**src/rtl/uart_pkg.sv**
```systemverilog
// Shared types and constants for the parametrised UART receiver.
// FSM state encoding, stop-length tick counts and default baud divisors.
package uart_pkg;

  typedef enum logic [2:0] {
    IDLE,
    START,
    DATA,
    PARITY,
    STOP
  } state_t;

  // Stop duration in oversample ticks at 16x.
  localparam int SB_1   = 16;
  localparam int SB_1P5 = 24;
  localparam int SB_2   = 32;

  // baud_div values for a 50 MHz clk at 16x oversampling.
  localparam int DIV_19200  = 162;
  localparam int DIV_115200 = 26;

endpackage

```
**src/rtl/uart_rx_fifo_less_param_baud_gen.sv**
```systemverilog
// Runtime-programmable oversample tick generator.
// Ports: clk, reset, baud_div (period-1), s_tick (1-clk pulse).
module uart_baud_gen #(
  parameter int DIV_W = 16
) (
  input  logic             clk,
  input  logic             reset,
  input  logic [DIV_W-1:0] baud_div,
  output logic             s_tick
);

  logic [DIV_W-1:0] count;

  // Compare with >= so a divisor lowered below the
  // current count still wraps on the next cycle.
  always_ff @(posedge clk or posedge reset) begin
    if (reset) begin
      count  <= '0;
      s_tick <= 1'b0;
    end else if (count >= baud_div) begin
      count  <= '0;
      s_tick <= 1'b1;
    end else begin
      count  <= count + 1'b1;
      s_tick <= 1'b0;
    end
  end

endmodule

```
**src/rtl/uart_rx_fifo_less_param.sv**
```systemverilog
// Parametrised UART receiver: 2-flop sync, oversampling FSM, one-word hold.
// Ports: clk, reset, rx, baud_div in; rx_data/rx_valid/rx_ready handshake,
// frame_err, parity_err, overrun, busy out.
module uart_rx_fifo_less_param
  import uart_pkg::*;
#(
  parameter int DBIT       = 8,
  parameter int OVS        = 16,
  parameter int SB_TICK    = 16,
  parameter int DIV_W      = 16,
  parameter int PARITY_EN  = 0,
  parameter int PARITY_ODD = 0
) (
  input  logic             clk,
  input  logic             reset,
  input  logic             rx,
  input  logic [DIV_W-1:0] baud_div,
  output logic [DBIT-1:0]  rx_data,
  output logic             rx_valid,
  input  logic             rx_ready,
  output logic             frame_err,
  output logic             parity_err,
  output logic             overrun,
  output logic             busy
);

  localparam logic [5:0] S_MID  = 6'(OVS/2 - 1);
  localparam logic [5:0] S_BIT  = 6'(OVS - 1);
  localparam logic [5:0] S_STOP = 6'(SB_TICK - 1);
  localparam logic [3:0] N_LAST = 4'(DBIT - 1);
  localparam logic       ODD    = 1'(PARITY_ODD);
  localparam logic       PEN    = (PARITY_EN != 0);

  logic            s_tick;
  logic [1:0]      sync_q;
  logic            rx_s;
  state_t          state, state_n;
  logic [5:0]      s, s_n;
  logic [3:0]      n, n_n;
  logic [DBIT-1:0] sh, sh_n;
  logic            armed, armed_n;
  logic            par_bad, par_bad_n;
  logic            done;

  uart_baud_gen #(.DIV_W(DIV_W)) u_baud (
    .clk      (clk),
    .reset    (reset),
    .baud_div (baud_div),
    .s_tick   (s_tick)
  );

  assign rx_s = sync_q[1];
  assign busy = (state != IDLE);

  always_ff @(posedge clk or posedge reset) begin
    if (reset) begin
      sync_q  <= 2'b11;
      state   <= IDLE;
      s       <= '0;
      n       <= '0;
      sh      <= '0;
      armed   <= 1'b1;
      par_bad <= 1'b0;
    end else begin
      sync_q  <= {sync_q[0], rx};
      state   <= state_n;
      s       <= s_n;
      n       <= n_n;
      sh      <= sh_n;
      armed   <= armed_n;
      par_bad <= par_bad_n;
    end
  end

  always_comb begin
    state_n   = state;
    s_n       = s;
    n_n       = n;
    sh_n      = sh;
    armed_n   = armed;
    par_bad_n = par_bad;
    done      = 1'b0;
    unique case (state)
      IDLE: begin
        if (rx_s) begin
          armed_n = 1'b1;
        end else if (armed) begin
          state_n = START;
          s_n     = '0;
        end
      end
      START: begin
        if (s_tick) begin
          if (s == S_MID) begin
            if (!rx_s) begin
              state_n   = DATA;
              s_n       = '0;
              n_n       = '0;
              par_bad_n = 1'b0;
            end else begin
              state_n = IDLE;
            end
          end else begin
            s_n = s + 1'b1;
          end
        end
      end
      DATA: begin
        if (s_tick) begin
          if (s == S_BIT) begin
            s_n  = '0;
            sh_n = {rx_s, sh[DBIT-1:1]};
            if (n == N_LAST) begin
              state_n = PEN ? PARITY : STOP;
            end else begin
              n_n = n + 1'b1;
            end
          end else begin
            s_n = s + 1'b1;
          end
        end
      end
      PARITY: begin
        if (s_tick) begin
          if (s == S_BIT) begin
            s_n       = '0;
            par_bad_n = (^{sh, rx_s}) ^ ODD;
            state_n   = STOP;
          end else begin
            s_n = s + 1'b1;
          end
        end
      end
      STOP: begin
        if (s_tick) begin
          if (s == S_STOP) begin
            done    = 1'b1;
            state_n = IDLE;
            // A low stop means a break may follow: wait for
            // the line to go high before accepting a start.
            if (!rx_s) armed_n = 1'b0;
          end else begin
            s_n = s + 1'b1;
          end
        end
      end
      default: state_n = IDLE;
    endcase
  end

  always_ff @(posedge clk or posedge reset) begin
    if (reset) begin
      rx_data    <= '0;
      rx_valid   <= 1'b0;
      frame_err  <= 1'b0;
      parity_err <= 1'b0;
      overrun    <= 1'b0;
    end else if (done && (!rx_valid || rx_ready)) begin
      rx_data    <= sh;
      rx_valid   <= 1'b1;
      frame_err  <= !rx_s;
      parity_err <= PEN && par_bad;
      overrun    <= 1'b0;
    end else if (done) begin
      overrun <= 1'b1;
    end else if (rx_valid && rx_ready) begin
      rx_valid   <= 1'b0;
      frame_err  <= 1'b0;
      parity_err <= 1'b0;
      overrun    <= 1'b0;
    end
  end

endmodule

```
**config.mk**
```make
export PLATFORM = sky130hd
export DESIGN_NAME = uart_rx_fifo_less_param
export DESIGN_NICKNAME = d
export VERILOG_FILES = /design/src/rtl/uart_pkg.sv /design/src/rtl/uart_rx_fifo_less_param_baud_gen.sv /design/src/rtl/uart_rx_fifo_less_param.sv
export SDC_FILE = /design/constraint.sdc
export NUM_CORES = 1
export LEC_CHECK = 0
export ABC_AREA = 1
export CORE_MARGIN = 5
export CORE_UTILIZATION = 55
export DETAILED_ROUTE_END_ITERATION = 7
export GPL_ROUTABILITY_DRIVEN = 0
export PLACE_DENSITY = 0.78
export SETUP_SLACK_MARGIN = 0.05
export SLEW_MARGIN = 20
export SYNTH_ARGS = -nofsm -noshare
export SYNTH_HDL_FRONTEND = slang
export SYNTH_SLANG_ARGS = --single-unit
```
**constraint.sdc**
```tcl
create_clock -name clk -period 5.95 [get_ports clk]
set_clock_uncertainty 0.2 [all_clocks]
set_input_delay 1.19 -clock clk [delete_from_list [all_inputs] [get_ports clk]]
set_output_delay 1.19 -clock clk [all_outputs]
set_load 0.01 [all_outputs]
```
Word-level counts from Yosys, hierarchy flattened
Cells that the tools add are included.
{"block": "classes", "add_sub_neg": 3, "reduce_logical": 19, "n_lt_le_gt_ge": 1, "mux": 47, "eq_ne": 26}
{"operator": "2-to-1 mux 6 bit", "count": 9}
{"operator": "2-to-1 mux 3 bit", "count": 11}
{"operator": "2-to-1 mux 4 bit", "count": 6}
{"operator": "inequality test 2 bit (second input constant)", "count": 12}
{"operator": "one-hot mux 6 bit (4 select lines)", "count": 1}
{"operator": "adder 16 x 1 -> 16 bit (second input constant)", "count": 1}
{"operator": ">= comparator 16 bit", "count": 1}
{"operator": "2-to-1 mux 16 bit", "count": 1}
{"operator": "2-to-1 mux 1 bit", "count": 15}
{"operator": "one-hot mux 3 bit (5 select lines)", "count": 1}
{"operator": "inequality test 2 x 1 -> 1 bit (second input constant)", "count": 6}
{"operator": "AND reduction 11 bit", "count": 1}
{"operator": "one-hot mux 4 bit (2 select lines)", "count": 1}
{"operator": "AND reduction 8 bit", "count": 1}
{"operator": "AND reduction 7 bit", "count": 1}
{"operator": "adder 6 x 1 -> 6 bit (second input constant)", "count": 1}
{"operator": "== test 3 x 2 -> 1 bit (second input constant)", "count": 2}
{"operator": "== test 6 x 3 -> 1 bit (second input constant)", "count": 1}
{"operator": "== test 6 x 4 -> 1 bit (second input constant)", "count": 1}
{"operator": "nonzero test 2 bit", "count": 3}
{"operator": "nonzero test 3 bit", "count": 2}
{"operator": "AND reduction 5 bit", "count": 1}
{"operator": "adder 4 x 1 -> 4 bit (second input constant)", "count": 1}
{"operator": "== test 4 x 3 -> 1 bit (second input constant)", "count": 1}
{"operator": "other kinds (13)", "count": 15}
{"block": "totals", "word_cells": 109, "out_inout_bits": 13, "inputBits": 20, "ff_bits": 53}

Depth between registers and ports, before layout
Gate-level depths: netlist (run 1).
{"block": "depth", "word_depth": 7, "mapped_depth": 13, "mapped_depth_nobuf": 12}

Hierarchy
A second synthesis (run 1) with hierarchy kept.
{"block": "hier_totals", "cells_unflattened": 411, "area_unflattened_um2": 3315.7}
{"mod": "uart_rx_fifo_less_param", "area_each_um2": 2015.7, "seq_area_each_um2": 879.6, "cells_each": 242, "n_inst": 1}
{"mod": "uart_baud_gen", "area_each_um2": 1300.0, "seq_area_each_um2": 425.4, "cells_each": 169, "n_inst": 1}

Worst setup path before layout (run 1)
Ideal clock, no wire load.
{"block": "synth_path", "kind": "input to register", "start": "in baud_div[11]", "end": "reg u_baud.count[13]", "required_time_ps": 5630, "path_stages": 10, "setup_slack_ps": 3299, "path_buffers": 1, "setup_time_ps": 120, "arrival_ps": 2331, "cell_sequence": "inv_1 ha_1 nand2_1 inv_1 nand3_1 nor3_1 nand2_1 nand3_1 buf_2 nor2_1"}
{"block": "synth_via", "elab_chain_cells": 2}
{"element": "start, declared", "line": "uart_rx_fifo_less_param.sv:17", "rtl": "input logic [DIV_W-1:0] baud_div,"}
{"element": ">= comparator 16 bit", "line": "uart_rx_fifo_less_param_baud_gen.sv:20", "rtl": "end else if (count >= baud_div) begin"}
{"element": "2-to-1 mux 16 bit", "line": "uart_rx_fifo_less_param_baud_gen.sv:20"}
{"element": "end signal, assigned", "line": "uart_rx_fifo_less_param_baud_gen.sv:24", "rtl": "count <= count + 1'b1;"}
{"element": "end, declared", "line": "uart_rx_fifo_less_param_baud_gen.sv:12", "rtl": "logic [DIV_W-1:0] count;"}
Every way passes these cells.
A chain may end at the register's enable or synchronous reset.

Worst setup path in the final report (run 1)
{"block": "layout_path", "start": "in baud_div[11]", "end": "reg u_baud.count[8]"}
The elaborated chain is that of the path after synthesis.

==> results of run 1 <==
-- synthesized netlist by cell type (2+ instances only) --
library cell / number / area (um2)
ha_1: 19 / 238
a21oi_1: 8 / 40.0
buf_2: 2 / 10.0
xor2_1: 8 / 70.1
o21ai_1: 10 / 50.1
nand4_1: 7 / 43.8
nand3b_1: 2 / 15.0
a21o_1: 2 / 15.0
o21bai_1: 2 / 15.0
nor2_1: 43 / 161
nand2_4: 3 / 33.8
xnor2_1: 5 / 43.8
o21ai_2: 7 / 61.3
o21ai_0: 5 / 25.0
nor2_2: 4 / 25.0
nand2_1: 117 / 439
nand3_1: 30 / 150
dfstp_2: 3 / 78.8
nand2_2: 5 / 31.3
nor3_1: 5 / 25.0
o211ai_1: 2 / 15.0
dfrtp_1: 49 / 1230
inv_2: 5 / 18.8
nor2_4: 3 / 33.8
inv_1: 56 / 210
-- final cells by class --
cell class,instances,share of cell area [%]
multi-input cells,294,43.8
well taps,72,2.49
repair buffers,31,8.56
inverters,62,6.59
clock inverters,3,0.621
clock buffers,5,1.90
flip-flops and latches,52,36.0
-- metal layers --
layer	vias up	track usage [%]	share of wire, %
li1	1365	-	-
met1	1226	23.6	47
met2	52	29.9	48
met3	10	3.17	3.5
met4	0	8.06	1.6
met5	-	0	0
-- report_power, final --
group	internal, uW	total, uW	switching, uW
Sequential	396	456	60.4
Clock	84.4	206	121
Combinational	135	367	232
-- worst max-delay path, cell delays in order --
cell             delay, ps
clkdlybuf4s50_1        450
inv_1                   40
ha_1                   280
nand2_1                 50
inv_1                   70
nand3_1                 80
nor3_1                 230
nand2_1                 80
nand3_1                450
nor2_1                 100
-- through the flow --
step | area (um2) | std cells | util [%]
after floorplan | 3160 | 412 | -
final | 3620 | 519 | 65.4
after CTS | 3620 | 519 | 65.4
after global placement | 3530 | 511 | 63.8
after global routing | 3620 | 519 | 65.4
after detailed placement | 3530 | 511 | 63.8
-- flip-flops by register name, summed over array words and instances (netlist names) --
signal         count
rx_valid           1
s                  6
rx_data            8
overrun            1
frame_err          1
sync_q             2
state              3
u_baud.count      16
armed              1
u_baud.s_tick      1
sh                 8
n                  4
-- cells by family after synthesis --
group	after synthesis	synth area share, %
flops	52	41.3
buf+inv	66	8.43
compound gates	38	7.40
xor+xnor	13	3.60
other cells	1	0.119
fa+ha+maj	19	7.52
simple gates	223	31.6
-- worst paths after layout --
kind | start | endpoint | slack, ps | depth (start not counted)
setup / recovery | baud_div[11] | u_baud.count[8] | 2900 | 10
max in group asynchronous | reset | state[2] | 3890 | 2
hold / removal | sync_q[0] | sync_q[1] | 160 | 0
hold reg to reg | sync_q[0] | sync_q[1] | 160 | 0
setup reg to reg | u_baud.count[9] | u_baud.count[8] | 3780 | 8
min in group asynchronous | reset | rx_data[5] | 1150 | 2
==> reports/results.ini, run 1 <==
[run_status]
outcome=finished, final reports clean

[yosys]
syn_inst=412
synth.yosys.seq_area_share_pct=41.3
synth_area_um2=3160
synth_warnings=0
async_reset_ff_share_pct=100
ys_ff_latch=52
synth_edf_count=0
synth_nets=451
synthFlopType=dfrtp_1
avgSynthCellArea_um2=7.67
synthDistinctLibCells=35

[final_layout]
multi_input_area_um2=1590
drive_above_1_share_pct=9.40
mostFrequentLayoutCell=nand2_1
nets=485
final_cell_mix=nand2_1 (117), inv_1 (55), dfrtp_1 (49)
syn2layout_area_growth_pct=14.7
fillers=480
seq_area_um2=1310
diodes=0

[critical_path]
worst_setup_path_end_kind=flip-flop
cp-start-kind=input pin
crit_fanout=17
criticalPathCategory=input pin to flip-flop
crit_arrival_ps=3030
cp.required_ps=5930

[flow_run]
maxCapViolCount=0

[route]
vias=2653
ant_nets=0
firstDrtPassIters=4
drc=0
vias_per_cell=5.11
wire_per_inst_um=11.8
drt_wl_total_um=6140
drt-initial-drc-count=107

[cts]
postCtsHoldBufs=0
ctsRootBufferMaster=clkbuf_8
cts_buffers=5
clock_latency_ps=310
cts_resized=0
clk_path_buf_depth=2
cts_num_sinks=52
cts_tree=built
path_clk_slew_ps=90
post_cts_buffers=0
h-tree-depth=2

[global_routing]
grt_pass1_wl_um=10900
grt_pass1_vias=2568
grt_max_degree=53
grt.overflow.total=0
antenna_found_initial=0
track_usage_pct=18.2

[power]
p_leak_uw=0.00187
power_uw=1030
power_density_nw_per_um2=284
peakVddDrop_mv=0.209

[timing]
clock.fmax_ghz=0.327
fin_crit_sh_pct=51.3
finalHoldViolCount=0
grt_setup_unrepaired=false
max-slew-margin-rel_pct=42.0
finalWorstSetupSlack_ps=2900
setup_viol=0
min_period_ps=3050
fin_hold_ws_ps=163
worst_pin_slew_ps=869
maxSlewViolCount=0
tns_ps=0

[min_path]
hold_path.class=flip-flop to flip-flop

[die]
core_area_um2=5540
die_area_um2=7360
dieHeight_um=85.8
initial_core_util_pct=57.0
dieWidth_um=85.8
io-pin-count=33
rows=27

[placed_design]
place_ws_ps=2540
post-dp-hpwl_um=4520
numPortBuffers=31

No activity file was read; power rests on OpenSTA's default activity.
==> run 2, diff against run 1 <==
- CORE_UTILIZATION: 55 -> 51
- PLACE_DENSITY: 0.78 -> 0.76
- clock period: 5.95 -> 2.5 ns (I/O delays scaled with it)
==> run 2 against run 1 <==
Compared with the run above:
- clock power up 140%
- hold slack worse by 3.3 ps
- flip-flop and latch count unchanged
- total power up 140%
- sequential share of layout area down 0.49 points
- clock-buffer cell count up 1
- critical path depth down 5
- via count down 4.1%
- utilization down 4.1 points
- first-iteration DRC count up 47%
- largest cell class unchanged
==> reports/results.ini, run 2 (synthesis gave the netlist of run 1 again) <==
[run_status]
outcome=finished, final reports clean  ; unchanged

[cts]
post_cts_buffers=0  ; unchanged
clock_latency_ps=300  ; was 310 ps
ctsRootBufferMaster=clkbuf_8  ; unchanged
path_clk_slew_ps=90  ; about the same
cts_buffers=5  ; unchanged
cts_num_sinks=52  ; unchanged
h-tree-depth=2  ; unchanged
clk_path_buf_depth=2  ; unchanged
cts_tree=built  ; unchanged

[timing]
finalWorstSetupSlack_ps=211  ; was 2900 ps
setup_viol=0  ; unchanged
maxSlewViolCount=0  ; unchanged
clock.fmax_ghz=0.437
min_period_ps=2290
grt_setup_unrepaired=false  ; unchanged
fin_crit_sh_pct=91.6
finalHoldViolCount=0  ; unchanged

[final_layout]
nets=487  ; was 485
largest_register_ffs=16  ; unchanged
largest_register=u_baud.count  ; unchanged
mostFrequentLayoutCell=nand2_1  ; unchanged
syn2layout_area_growth_pct=16.3  ; was 14.7%
drive_above_1_share_pct=10.0  ; was 9.40%
reg_top3=u_baud.count (16), rx_data (8), sh (8)  ; unchanged
diodes=0  ; unchanged
stdcell_count=524  ; was 519
utilization_pct=61.3  ; was 65.4%
final_area_um2=3670  ; was 3620 um2
fillers=535  ; was 480
final_cell_mix=nand2_1 (117), inv_1 (55), dfrtp_1 (49)  ; unchanged

[critical_path]
crit_arrival_ps=1590  ; was 3030 ps
reg2reg_depth=10  ; was 8
cp-start-kind=flip-flop  ; was input pin
cp.required_ps=1800  ; was 5930 ps
crit_fanout=5  ; was 17
criticalPathCategory=flip-flop to primary output  ; was input pin to flip-flop
worst_setup_path_end_kind=primary output  ; was flip-flop

[route]
drt-initial-drc-count=157  ; was 107
firstDrtPassIters=4  ; unchanged
ant_nets=0  ; unchanged
vias_per_cell=4.86  ; was 5.11
wire_per_inst_um=11.4  ; was 11.8 um
drt_wl_total_um=5980  ; was 6140 um
drc=0  ; unchanged
vias=2545  ; was 2653

[die]
dieHeight_um=88.7  ; was 85.8 um
initial_core_util_pct=52.8  ; was 57.0%
dieWidth_um=88.7  ; was 85.8 um
die_area_um2=7870  ; was 7360 um2
io-pin-count=33  ; unchanged
rows=28  ; was 27
core_area_um2=5990  ; was 5540 um2

[power]
power_uw=2460  ; was 1030 uW
p_leak_uw=0.00190  ; was 0.00187 uW
peakVddDrop_mv=0.473  ; was 0.209 mV
power_density_nw_per_um2=668  ; was 284 nW/um2

[placed_design]
placedInstanceArea_um2=3580  ; was 3530 um2
placedCellCount=516  ; was 511
place_ws_ps=-11.4  ; was 2540 ps
numPortBuffers=31  ; unchanged
post-dp-hpwl_um=4590  ; was 4520 um

[global_routing]
grt_max_degree=53  ; unchanged
track_usage_pct=17.1  ; was 18.2%
grt.overflow.total=0  ; unchanged
grt_pass1_vias=2495  ; was 2568
grt_pass1_wl_um=10900  ; about the same
antenna_found_initial=0  ; unchanged

[min_path]
hold_path.class=flip-flop to flip-flop  ; unchanged
hold_depth=0  ; unchanged

[flow_run]
maxCapViolCount=0  ; unchanged

==> run 2: report_power, final <==
part	switching (uW)	internal, uW	leakage (uW)
logic	550	325	0.00114
registers	142	941	0.000700
clock network	271	227	0.0000516
total	963	1490	0.00190
==> run 2: metal layers <==
layer | up-vias | track usage (%) | share of wire [%]
li1 | 1369 | - | -
met1 | 1141 | 23.8 | 50
met2 | 31 | 27.6 | 47
met3 | 4 | 2.79 | 2.4
met4 | 0 | 4.40 | 0.95
met5 | - | 0 | 0
==> run 2: area by class of cell <==
class	instances	area [um2]	area share, %
Clock buffer	6	82.6	2.25
Clock inverter	2	13.8	0.375
Inverter	62	238	6.47
Multi-Input combinational cell	294	1590	43.3
Sequential cell	52	1310	35.5
Tap cell	75	93.8	2.55
Timing Repair Buffer	33	350	9.53
==> run 2: worst paths after layout <==
kind	slack, ps	startpoint	end
hold / removal	160	sync_q[0]	sync_q[1]
hold reg to reg	160	sync_q[0]	sync_q[1]
setup reg to reg	440	s[0]	n[0]
setup / recovery	210	state[0]	busy
max in group asynchronous	1470	reset	armed
min in group asynchronous	360	reset	rx_data[5]
==> run 2: repair_timing <==
| action | in CTS | in global routing |
|---|---|---|
| hold buffers | 0 | 0 |
| gates resized for setup | 0 | 1 |
| setup endpoints to repair | 0 | 1 |
==> run 2: stage by stage <==
step           hold WS [ps]  TNS (ps)
2_1_floorplan           145         0
3_3_place_gp            146         0
3_5_place_dp            147     -61.6
4_1_cts                 160         0
5_1_grt                 169         0
6_report                160         0
==> run 2: worst max-delay path, stage by stage, from the launching register on <==
cell and delay, ps:
dfrtp_1 450, inv_2 90, nand2_1 60, nor2_2 140, inv_1 70, clkdlybuf4s50_1 480
